### src/rtl/sram_arbiter.sv
`default_nettype none
// ============================================================================
// Module  : sram_arbiter
// Brief   : Round-robin inst/data arbiter onto a single SRAM-like bus with
//           address/data handshakes. Define ARB_TIMEOUT_EN to enable the
//           data-phase timeout (err pulse, rdata = 32'hDEADBEEF).
// Revision: 1.0 - initial release
// ============================================================================
module sram_arbiter (
    input  logic        clk,
    input  logic        rst,
    input  logic        inst_req,
    input  logic [31:0] inst_addr,
    output logic [31:0] inst_rdata,
    output logic        inst_data_ok,
    input  logic        data_req,
    input  logic        data_wr,
    input  logic [3:0]  data_sel,
    input  logic [31:0] data_addr,
    input  logic [31:0] data_wdata,
    output logic [31:0] data_rdata,
    output logic        data_data_ok,
    output logic        bus_req,
    output logic        bus_wr,
    output logic [3:0]  bus_sel,
    output logic [31:0] bus_addr,
    output logic [31:0] bus_wdata,
    input  logic        bus_addr_ok,
    input  logic        bus_data_ok,
    input  logic [31:0] bus_rdata,
    output logic        busy,
    output logic        err
);

    localparam logic [2:0] S_IDLE   = 3'd0;
    localparam logic [2:0] S_I_ADDR = 3'd1;
    localparam logic [2:0] S_I_DATA = 3'd2;
    localparam logic [2:0] S_D_ADDR = 3'd3;
    localparam logic [2:0] S_D_DATA = 3'd4;

    logic [2:0]  r_state;
    logic        r_lastGrantData;
    logic        w_instReq;
    logic        w_dataReq;
    logic        w_grantData;
    logic        w_timeout;
    logic [31:0] w_doneRdata;

    // A side whose data_ok is high this cycle is still finishing; its req is stale.
    assign w_instReq   = inst_req & ~inst_data_ok;
    assign w_dataReq   = data_req & ~data_data_ok;
    assign w_grantData = w_dataReq & (~w_instReq | ~r_lastGrantData);
    assign busy        = (r_state != S_IDLE);

`ifdef ARB_TIMEOUT_EN
    localparam logic [7:0]  C_TIMEOUT_LAST  = 8'd254;
    localparam logic [31:0] C_TIMEOUT_RDATA = 32'hDEADBEEF;

    logic [7:0] r_timeoutCnt;
    logic       w_inData;

    assign w_inData    = (r_state == S_I_DATA) || (r_state == S_D_DATA);
    // Counter reads 254 in the last waiting cycle; it reaches 255 as the FSM returns to IDLE.
    assign w_timeout   = w_inData && !bus_data_ok && (r_timeoutCnt == C_TIMEOUT_LAST);
    assign w_doneRdata = w_timeout ? C_TIMEOUT_RDATA : bus_rdata;

    always_ff @(posedge clk or negedge rst) begin
        if (!rst) begin
            r_timeoutCnt <= 8'd0;
        end else if (((r_state == S_I_ADDR) || (r_state == S_D_ADDR)) && bus_addr_ok) begin
            r_timeoutCnt <= 8'd0;
        end else if (w_inData) begin
            r_timeoutCnt <= r_timeoutCnt + 8'd1;
        end
    end
`else
    assign w_timeout   = 1'b0;
    assign w_doneRdata = bus_rdata;
`endif

    always_ff @(posedge clk or negedge rst) begin
        if (!rst) begin
            r_state         <= S_IDLE;
            r_lastGrantData <= 1'b0;
            bus_req         <= 1'b0;
            bus_wr          <= 1'b0;
            bus_sel         <= 4'd0;
            bus_addr        <= 32'd0;
            bus_wdata       <= 32'd0;
            inst_rdata      <= 32'd0;
            data_rdata      <= 32'd0;
            inst_data_ok    <= 1'b0;
            data_data_ok    <= 1'b0;
            err             <= 1'b0;
        end else begin
            inst_data_ok <= 1'b0;
            data_data_ok <= 1'b0;
            err          <= w_timeout;
            case (r_state)
                S_IDLE: begin
                    if (w_instReq || w_dataReq) begin
                        bus_req         <= 1'b1;
                        r_lastGrantData <= w_grantData;
                        if (w_grantData) begin
                            r_state   <= S_D_ADDR;
                            bus_wr    <= data_wr;
                            bus_sel   <= data_sel;
                            bus_addr  <= data_addr;
                            bus_wdata <= data_wdata;
                        end else begin
                            r_state   <= S_I_ADDR;
                            bus_wr    <= 1'b0;
                            bus_sel   <= 4'b1111;
                            bus_addr  <= inst_addr;
                            bus_wdata <= 32'd0;
                        end
                    end
                end
                S_I_ADDR, S_D_ADDR: begin
                    if (bus_addr_ok) begin
                        bus_req <= 1'b0;
                        r_state <= (r_state == S_I_ADDR) ? S_I_DATA : S_D_DATA;
                    end
                end
                S_I_DATA: begin
                    if (bus_data_ok || w_timeout) begin
                        inst_rdata   <= w_doneRdata;
                        inst_data_ok <= 1'b1;
                        r_state      <= S_IDLE;
                    end
                end
                S_D_DATA: begin
                    if (bus_data_ok || w_timeout) begin
                        data_rdata   <= w_doneRdata;
                        data_data_ok <= 1'b1;
                        r_state      <= S_IDLE;
                    end
                end
                default: r_state <= S_IDLE;
            endcase
        end
    end

endmodule
`default_nettype wire

### config.mk
export PLATFORM = sky130hd
export DESIGN_NAME = sram_arbiter
export DESIGN_NICKNAME = d
export VERILOG_FILES = /design/src/rtl/sram_arbiter.sv
export SDC_FILE = /design/constraint.sdc
export NUM_CORES = 1
export LEC_CHECK = 0
export CORE_MARGIN = 5
export CORE_UTILIZATION = 45
export DETAILED_ROUTE_END_ITERATION = 6
export PLACE_DENSITY = 0.86
export SLEW_MARGIN = 30
export SYNTH_ARGS = -nofsm -noshare
export SYNTH_HDL_FRONTEND = slang
export SYNTH_SLANG_ARGS = --single-unit
### constraint.sdc
create_clock -name clk -period 4 [get_ports clk]
set_input_delay 0.6 -clock clk [delete_from_list [all_inputs] [get_ports clk]]
set_output_delay 0.6 -clock clk [all_outputs]
set_load 0.01 [all_outputs]
==> reports/results.ini <==
[status]
status=completed

[global_routing]
grt_max_degree=106
grt_pass1_wl_mm=29.7
grt_overflow=0
grt_usage_pct=23.6
grt_pass1_vias=5388
grt_antenna_before_repair=0

[timing]
max_clock_freq_ghz=0.340
whs_ps=281
slew_headroom_pct=44.6
hold_violations=0
slew_violations=0
setup_viol=0
post-route-min-period_ps=2940
finalClockSkew_ps=6.66
worst_pin_slew_ps=831
finalSetupTns_ps=0
fin_crit_sh_pct=73.5
rsz0062_at_grt=false

[die]
die_h_um=126
dieArea_um2=15800
die_x_um=126
io_pins=277
coreArea_um2=13200
num_rows=42
initial_core_util_pct=45.6

[critical_path]
cp_data_arrival_time_ps=2340
crit_fanout=19
r2r-start=r_state[0]
worst_setup_path_start_kind=flop
critPathLaunch=r_state[0]
critPathSlowestCell=or3_1
cp-end-kind=output port
critPathBufInv=1
path_class=reg -> out
crit_chain=or3_1 > clkdlybuf4s50_1
critical_path_required_ps=3400
crit_family=simple AND/OR/NAND/NOR gates
cp_slowest_stage_delay_ps=710

[layout]
antenna_cells=0
drive_gt1_share_pct=15.9
nets=841
area_growth_pct=58.2

[pwr]
power_density_nw_per_um2=795
p_leak_nw=4.02
p_switching_w=0.00239
swShare_pct=31.5
pwr-share-clk_pct=23.1
vdd_drop_max_mv=0.498
power_frac_seq_pct=32.6
power.total_w=0.00757
p_int_w=0.00518
p_comb_share_pct=44.2

[clock_network]
cts_tree=yes
hold_buffers=0
h-tree-depth=4
insertion_delay_ps=410
postCtsSetupBuffers=0
cts_buffers=17
cts_root_buffer=clkbuf_16
cts.path.max_buffers=2
clkTransAtPathRegs_ps=60
cts.sinks=140
ctsResizeCount=0

[synthesis]
synth_cell_types=29
synth_nets=582
synth.ff_latch_count=140
avgSynthCellArea_um2=13.6
syn-cell-area_um2=6020
syn_inst=443
ys_warn_count=0
yosysSeqAreaShare_pct=58.2

[detailed_routing]
viasPerCell=5.61
dr_total_vias=4998
avgRoutedWirePerCell_um=20.9
drc=0
drt_iter0_markers=427
wl_mm=18.6
drtAntennaViolNets=0
firstDrtPassIters=4

[job]
cap_violations=0

[place]
hpwlAfterDp_mm=13.2
place_congestion=0.842
port_buffers=275

[min_path]
holdCritPathClass=in -> async

## placed cells by master (no fill, tap or decap), types with 2 or more instances in the layout
| cell type | Yosys | final |
|---|---|---|
| nand2_1 | 3 | 3 |
| and3b_1 | 33 | 33 |
| a22o_1 | 33 | 33 |
| clkinv_2 | 0 | 2 |
| a2bb2oi_1 | 32 | 32 |
| clkdlybuf4s50_1 | 0 | 274 |
| nand2b_1 | 3 | 2 |
| buf_4 | 4 | 10 |
| clkbuf_8 | 0 | 3 |
| nand3b_1 | 2 | 2 |
| clkbuf_16 | 0 | 17 |
| mux2_1 | 3 | 3 |
| mux2_2 | 62 | 62 |
| o21ai_1 | 5 | 5 |
| inv_6 | 0 | 3 |
| dfrtp_1 | 140 | 140 |
| o21ai_0 | 28 | 28 |
| clkinvlp_4 | 0 | 2 |
| o22a_1 | 4 | 4 |
| bufinv_16 | 0 | 5 |
| a221oi_1 | 33 | 33 |
| or3_1 | 2 | 2 |
## cell usage after synthesis
cell       count  area, um2
mux2_1         3       33.8
inv_1          1       3.75
buf_6          8       90.1
o22ai_1        1       6.26
or3_4          1       11.3
o21ai_1        5       25.0
nor3_4         1       16.3
buf_2         11       55.1
o22a_1         4       35.0
conb_1         1       3.75
a21o_1         2       15.0
dfrtp_1      140       3500
nand2b_1       3       18.8
nor2_1         1       3.75
a221oi_1      33        289
nand2_1        3       11.3
clkbuf_1      25       93.8
o21ai_0       28        140
nor4b_4        1       23.8
a22o_1        33        289
nand3b_1       2       15.0
a21oi_4        1       16.3
a2bb2oi_1     32        280
buf_4          4       30.0
and3b_1       33        289
a21oi_1        1       5.00
mux2_2        62        698
and3_1         1       6.26
or3_1          2       12.5
## power groups by stage
stage          logic, W  registers, W  clock network [W]
2_1_floorplan   0.00132       0.00271                  0
3_3_place_gp    0.00321       0.00245                  0
3_5_place_dp    0.00333       0.00247                  0
4_1_cts         0.00336       0.00247            0.00178
5_1_grt         0.00357       0.00255            0.00185
6_report        0.00335       0.00247            0.00175
## registers in the layout (all words and copies together) (netlist names)
name             cells
bus_addr            32
bus_req              1
bus_sel              4
bus_wdata           32
bus_wr               1
data_data_ok         1
data_rdata          32
inst_data_ok         1
inst_rdata          32
r_lastGrantData      1
r_state              3
## layout make-up
type | instances | area [um2]
fill | 885 | 3670
multi-input combinational | 254 | 2250
clock inverter | 13 | 210
sequential | 140 | 3500
timing repair buffer | 288 | 2890
inverter | 1 | 3.75
tap | 176 | 220
clock buffer | 19 | 453
## metal layers
layer	GRT usage, %	wire [um]
met1	27.6	7000
met2	38.2	9130
met3	11.1	2050
met4	8.35	439
met5	0	0
## logic make-up after synthesis
kind of cell,synth area share (%)
compound gates,18.3
flops,58.2
mux,12.2
buf+inv,4.53
simple gates,6.77
other cells,0.0623
## metrics by stage
stage | util [%] | setup WS (ps) | std cells | instance area (um2)
floorplan | - | 2230 | 443 | 6020
global placement | 66.7 | 907 | 856 | 8800
detailed placement | 66.9 | 933 | 858 | 8830
CTS | 72.0 | 1050 | 890 | 9490
global route | 72.2 | 944 | 891 | 9520
finish | 72.2 | 1060 | 891 | 9520
## worst paths after layout
check	end	slack, ps	depth (start not counted)
worst max-delay path	busy	1060	2
worst min-delay path	inst_rdata[2]	280	1
worst max register to register	bus_wdata[18]	1640	4
worst min register to register	bus_req	480	2
max in group asynchronous	bus_wr	2910	2
min in group clk	bus_req	480	2
(Power assumes the default switching activity.)
